### src/rtl/game_pkg.sv
// rtl/game_pkg.sv - shared direction/arbiter types and key bit indices
// Contents:
//   dir_t        - move direction, encoding matches the game FSM move decode
//   arb_state_t  - button arbiter states
//   KEY_*        - bit positions of each button in key_n / db
//   pick_owner   - highest-priority pressed button (right > left > up > down)
package game_pkg;

    typedef enum logic [1:0] {
        RIGHT = 2'd0,
        LEFT  = 2'd1,
        UP    = 2'd2,
        DOWN  = 2'd3
    } dir_t;

    typedef enum logic [1:0] {
        IDLE    = 2'd0,
        HELD    = 2'd1,
        LOCKOUT = 2'd2
    } arb_state_t;

    localparam int KEY_RIGHT = 0;
    localparam int KEY_LEFT  = 1;
    localparam int KEY_UP    = 2;
    localparam int KEY_DOWN  = 3;

    // Only meaningful when at least one bit of db is set; DOWN is the
    // fall-through so the caller must gate with |db.
    function automatic dir_t pick_owner(input logic [3:0] db);
        if (db[KEY_RIGHT])
            return RIGHT;
        else if (db[KEY_LEFT])
            return LEFT;
        else if (db[KEY_UP])
            return UP;
        else
            return DOWN;
    endfunction

endpackage

### src/rtl/move_input_conditioner_if.sv
// rtl/move_input_conditioner_if.sv - button input / clean direction output bundle
// Signals:
//   key_n[3:0]  raw active-low buttons (0 right, 1 left, 2 up, 3 down)
//   mov_*       clean, mutually exclusive direction levels
//   key_active  high while the arbiter is not idle
// Modports: master drives key_n (board/bench side), slave is the conditioner.
interface move_input_conditioner_if;
    logic [3:0] key_n;
    logic       mov_right;
    logic       mov_left;
    logic       mov_up;
    logic       mov_down;
    logic       key_active;

    modport master (
        output key_n,
        input  mov_right, mov_left, mov_up, mov_down, key_active
    );

    modport slave (
        input  key_n,
        output mov_right, mov_left, mov_up, mov_down, key_active
    );
endinterface

### src/rtl/debounce_channel.sv
// rtl/debounce_channel.sv - 2-flop synchronizer plus debounce counter for one button
// Ports:
//   clk    in   system clock
//   reset  in   asynchronous active-high reset
//   key_n  in   raw active-low button
//   db     out  debounced level, 1 = pressed
module debounce_channel #(
    parameter int DEBOUNCE_CYCLES = 500000
) (
    input  logic clk,
    input  logic reset,
    input  logic key_n,
    output logic db
);

    localparam int CNT_W = $clog2(DEBOUNCE_CYCLES + 1);
    localparam logic [CNT_W-1:0] CNT_LAST = CNT_W'(DEBOUNCE_CYCLES - 1);

    logic             sync1;
    logic             sync2;
    logic             raw;
    logic [CNT_W-1:0] cnt;

    // Synchronizer resets to "released" so a key held through reset is
    // seen as a fresh press once reset lifts.
    always_ff @(posedge clk or posedge reset) begin
        if (reset) begin
            sync1 <= 1'b1;
            sync2 <= 1'b1;
        end else begin
            sync1 <= key_n;
            sync2 <= sync1;
        end
    end

    assign raw = ~sync2;

    // The counter tracks consecutive cycles of disagreement; it is cleared
    // on acceptance, so it never reaches a wrap value.
    always_ff @(posedge clk or posedge reset) begin
        if (reset) begin
            cnt <= '0;
            db  <= 1'b0;
        end else if (raw == db) begin
            cnt <= '0;
        end else if (cnt == CNT_LAST) begin
            db  <= raw;
            cnt <= '0;
        end else begin
            cnt <= cnt + CNT_W'(1);
        end
    end

endmodule

### src/rtl/move_input_conditioner.sv
// rtl/move_input_conditioner.sv - debounced, mutually exclusive direction levels from raw buttons
// Ports:
//   clk    in   system clock
//   reset  in   asynchronous active-high reset
//   bus    slave modport: key_n in, mov_right/left/up/down and key_active out
// Structure: four debounce_channel instances feed an IDLE/HELD/LOCKOUT
// arbiter. Only the first-accepted (highest-priority) button owns the
// outputs; others are ignored until every button is released.
module move_input_conditioner
    import game_pkg::*;
#(
    parameter int DEBOUNCE_CYCLES = 500000
) (
    input  logic                      clk,
    input  logic                      reset,
    move_input_conditioner_if.slave   bus
);

    logic [3:0] db;

    for (genvar i = 0; i < 4; i++) begin : g_db
        debounce_channel #(
            .DEBOUNCE_CYCLES(DEBOUNCE_CYCLES)
        ) u_debounce_channel (
            .clk   (clk),
            .reset (reset),
            .key_n (bus.key_n[i]),
            .db    (db[i])
        );
    end

    arb_state_t state_q, state_d;
    dir_t       owner_q, owner_d;

    always_ff @(posedge clk or posedge reset) begin
        if (reset) begin
            state_q <= IDLE;
            owner_q <= RIGHT;
        end else begin
            state_q <= state_d;
            owner_q <= owner_d;
        end
    end

    always_comb begin
        state_d = state_q;
        owner_d = owner_q;
        case (state_q)
            IDLE: begin
                if (|db) begin
                    state_d = HELD;
                    owner_d = pick_owner(db);
                end
            end
            HELD: begin
                // Owner bit is already 0 here, so |db means another button
                // is still down and must not be promoted.
                if (!db[owner_q])
                    state_d = (|db) ? LOCKOUT : IDLE;
            end
            LOCKOUT: begin
                if (db == 4'b0000)
                    state_d = IDLE;
            end
            default: state_d = IDLE;
        endcase
    end

    // Decoded purely from flops, so outputs are glitch-free and drop
    // together with the asynchronous reset.
    always_comb begin
        bus.mov_right  = (state_q == HELD) && (owner_q == RIGHT);
        bus.mov_left   = (state_q == HELD) && (owner_q == LEFT);
        bus.mov_up     = (state_q == HELD) && (owner_q == UP);
        bus.mov_down   = (state_q == HELD) && (owner_q == DOWN);
        bus.key_active = (state_q != IDLE);
    end

endmodule

### src/flat_wrapper.sv
// flat-port wrapper written by rule: the top's interface ports become plain ports
module move_input_conditioner_flat import game_pkg::*;
#(
    parameter int DEBOUNCE_CYCLES = 500000
)
  (clk, reset, bus_key_n, bus_mov_right, bus_mov_left, bus_mov_up, bus_mov_down, bus_key_active);
  move_input_conditioner_if bus_i ();
  input  logic clk;
  input  logic reset;
  input wire logic [$bits(bus_i.key_n)-1:0] bus_key_n;
  output wire logic [$bits(bus_i.mov_right)-1:0] bus_mov_right;
  output wire logic [$bits(bus_i.mov_left)-1:0] bus_mov_left;
  output wire logic [$bits(bus_i.mov_up)-1:0] bus_mov_up;
  output wire logic [$bits(bus_i.mov_down)-1:0] bus_mov_down;
  output wire logic [$bits(bus_i.key_active)-1:0] bus_key_active;
  assign bus_i.key_n = bus_key_n;
  assign bus_mov_right = bus_i.mov_right;
  assign bus_mov_left = bus_i.mov_left;
  assign bus_mov_up = bus_i.mov_up;
  assign bus_mov_down = bus_i.mov_down;
  assign bus_key_active = bus_i.key_active;
  move_input_conditioner #(.DEBOUNCE_CYCLES(DEBOUNCE_CYCLES)) u_core (.clk(clk), .reset(reset), .bus(bus_i));
endmodule
### config.mk
export PLATFORM = sky130hd
export DESIGN_NAME = move_input_conditioner_flat
export DESIGN_NICKNAME = d
export VERILOG_FILES = /design/src/rtl/game_pkg.sv /design/src/rtl/move_input_conditioner_if.sv /design/src/rtl/debounce_channel.sv /design/src/rtl/move_input_conditioner.sv /design/src/flat_wrapper.sv
export SDC_FILE = /design/constraint.sdc
export NUM_CORES = 1
export LEC_CHECK = 0
export ABC_AREA = 1
export CELL_PAD_IN_SITES_DETAIL_PLACEMENT = 1
export CELL_PAD_IN_SITES_GLOBAL_PLACEMENT = 1
export CORE_UTILIZATION = 47
export DETAILED_ROUTE_END_ITERATION = 6
export PLACE_DENSITY_LB_ADDON = 0.1
export SYNTH_ARGS = -nofsm -noshare
export SYNTH_HDL_FRONTEND = slang
export SYNTH_HIERARCHICAL = 1
export SYNTH_SLANG_ARGS = --single-unit
### constraint.sdc
create_clock -name clk -period 1.4 [get_ports clk]
set_input_delay 0.21 -clock clk [delete_from_list [all_inputs] [get_ports clk]]
set_output_delay 0.21 -clock clk [all_outputs]
set_load 0.01 [all_outputs]
==> results.json <==
{
  "status": "complete, but fails checks",
  "failed_checks": "negative setup slack",
  "avgViaCountPerCell": 5.16,
  "crit_fanout": 2,
  "endpoint_kind": "primary output",
  "drt_iter0_markers": 144,
  "use_met3_pct": 3.68,
  "postCtsHoldBufs": 0,
  "synth_top_area_share_pct": 39.8,
  "worst_slack_ns": -0.119,
  "grt_max_degree": 23,
  "postSynthCellCount": 671,
  "top_usage_layer": "met2",
  "regToRegEndpoint": "u_core/g_db[3].u_debounce_channel/cnt[18]",
  "use_met2_pct": 41.6,
  "yosys_warnings": 6,
  "drive_gt1_share_pct": 30.3,
  "pwr-share-clk_pct": 39.2,
  "grt_pass1_wl_mm": 21.9,
  "rsz0062_at_grt": "yes",
  "seq_area_frac_synth_pct": 43.8,
  "reg2reg_depth": 7,
  "dr.pass1.iters": 4,
  "fin_worst_skew_ns": 0.0117,
  "yosysUniqueCellTypes": 29,
  "p_per_area_nw_per_um2": 772,
  "seq_power_share_pct": 55.1,
  "clkTransAtPathRegs_ns": 0.09,
  "fin_util_pct": 59.3,
  "clock_latency_ns": 0.38,
  "port_buffers": 10,
  "die_h_um": 108,
  "cp_slowest_stage_delay_ns": 0.40,
  "antenna_found_initial": 0,
  "row_count": 38,
  "power.switching_mw": 1.16,
  "cp_data_required_time_ns": 1.19,
  "grt_pass1_vias": 4749,
  "switching_share_pct": 23.2,
  "hold_class": "in -> async",
  "nets": 737,
  "die_w_um": 108,
  "relSlewSlack_pct": 77.5,
  "yosysTopAreaCell": "dfrtp_1",
  "path_cells": "buf_4 -> nor2_2 -> inv_1 -> clkdlybuf4s15_2",
  "cts_tree": "yes",
  "clock_path_buffers": 2,
  "combPwrFrac_pct": 5.7,
  "ctsRootBufferMaster": "clkbuf_8",
  "reg2reg_from": "u_core/g_db[3].u_debounce_channel/cnt[13]",
  "cts-buffers-inserted": 9,
  "fin_crit_sh_pct": 109,
  "post_drt_wl_per_cell_um": 15.8,
  "period_needed_ns": 1.52,
  "slew_violations": 0,
  "ant_nets": 0,
  "holdWs_ns": 0.147,
  "syn_area_per_cell_um2": 7.87,
  "start_util_pct": 48.5,
  "htreeDepth": 3,
  "place.gp.congestion": 0.804,
  "worst_path_max_delay_cell": "dfrtp_1",
  "synth_area_um2": 5280,
  "start_kind": "flip-flop",
  "cp.arrival_ns": 1.31,
  "place_ws_ns": -0.152,
  "peakVddDrop_mv": 0.616,
  "syn-num-nets": 681,
  "drv_cap": 0,
  "critPathKind": "reg -> out",
  "rrSetupSlack_ns": -0.02,
  "io_pins": 11,
  "met1_usage_pct": 30.7,
  "core_area_um2": 10900,
  "dieArea_um2": 11700,
  "hpwl_mm": 9.67,
  "synth.area.top_cells": "dfrtp_1, nor2_1, nand2_1",
  "p_leak_nw": 2.71,
  "clkSinkCount": 92,
  "syn_to_final_growth_pct": 22.4,
  "wl_mm": 13.7,
  "hold_viol_final": 0,
  "drc": 0,
  "worstMarginPinSlew_ns": 0.337,
  "timing.fmax_ghz": 0.658,
  "setup_violations": 6,
  "grtUsageTotal_pct": 24.2,
  "antenna_cells": 0,
  "internal-power_mw": 3.83,
  "ys_ff_latch": 92,
  "dr_total_vias": 4500,
  "grt-ovfl-total": 0
}
area by class of cell:
class	instances	area [um2]
Inverter	97	364
Timing Repair Buffer	46	393
Fill cell	1332	4430
Clock inverter	3	65.1
Clock buffer	13	139
Tap cell	140	175
Sequential cell	92	2330
Multi-Input combinational cell	481	3000
power groups by stage:
stage / combinational, mW / clock [mW] / sequential (mW)
2_1_floorplan: 0.138 / 0 / 2.78
3_3_place_gp: 0.229 / 0 / 2.78
3_5_place_dp: 0.243 / 0 / 2.78
4_1_cts: 0.255 / 2.00 / 2.73
5_1_grt: 0.319 / 2.10 / 2.76
6_report: 0.285 / 1.95 / 2.75
flip-flops by register name, indices dropped and copies added (netlist names):
| register | flops |
|---|---|
| u_core/g_db.u_debounce_channel/db | 4 |
| u_core/g_db.u_debounce_channel/sync2 | 4 |
| u_core/g_db.u_debounce_channel/cnt | 76 |
| u_core/owner_q | 2 |
| u_core/g_db.u_debounce_channel/sync1 | 4 |
| u_core/state_q | 2 |
cells in the mapped netlist (all sizes together):
cell type / instances
ha: 4
nor2: 180
and2: 1
o21bai: 4
nand2: 150
nor3b: 7
o21ai: 10
nand3: 51
inv: 97
o21a: 3
xnor2: 12
dfrtp: 84
dfstp: 8
xor2: 20
nand4: 7
nor3: 7
o22ai: 4
buf: 1
a21oi: 21
cell usage in the layout (no fill, tap or decap), drive strengths merged:
master	Yosys	routed
o21bai	4	4
and2	1	1
o21ai	10	10
clkdlybuf4s15	0	1
buf	1	40
o22ai	4	4
bufinv	0	2
nor3	7	7
dfstp	8	8
clkdlybuf4s50	0	5
o21a	3	3
xor2	20	20
ha	4	4
nor3b	7	7
xnor2	12	12
inv	97	97
nand3	51	51
clkinv	0	1
dfrtp	84	84
clkbuf	0	13
nor2	180	180
nand2	150	150
a21oi	21	21
nand4	7	7
metrics by stage:
step | setup TNS, ns | cell area (um2) | std cells | power [mW]
3_3_place_gp | -0.172 | 5750 | 842 | 3.01
2_1_floorplan | 0 | 5280 | 671 | 2.92
3_5_place_dp | -0.720 | 5750 | 842 | 3.03
5_1_grt | -1.68 | 6460 | 872 | 5.18
6_report | -0.441 | 6460 | 872 | 4.99
4_1_cts | -0.493 | 6050 | 861 | 4.99
repair_timing:
item	in CTS	in global routing
setup endpoints to repair	35	68
gates resized for setup	39	81
pin swaps	4	31
buffers inserted	3	11
critical path, delay by kind of cell, from the launching register on:
family	cells	cell delay, ns
buf+inv	3	0.43
simple gates	1	0.10
flops	1	0.40
cells by family after synthesis:
| group | after synthesis | synth area share [%] |
|---|---|---|
| flops | 92 | 43.8 |
| fa+ha+maj | 4 | 0.948 |
| simple gates | 403 | 37.6 |
| buf+inv | 98 | 7.04 |
| xor+xnor | 32 | 5.88 |
| compound gates | 42 | 4.77 |
metal layers:
metal / vias up / routed length (um)
met5: - / 0
met4: 0 / 283
met2: 40 / 7120
met3: 22 / 286
li1: 2178 / -
met1: 2260 / 6050
worst max-delay path by stage:
stage	from	cells after the start	to
floorplan	u_core/g_db[1].u_debounce_channel/cnt[0]	8	u_core/g_db[1].u_debounce_channel/cnt[18]
CTS	u_core/state_q[1]	4	bus_key_active
finish	u_core/state_q[1]	4	bus_key_active
global placement	u_core/state_q[1]	4	bus_mov_down
detailed placement	u_core/state_q[1]	4	bus_mov_left
global route	u_core/state_q[1]	4	bus_key_active
No activity file was read; power rests on OpenSTA's default activity.
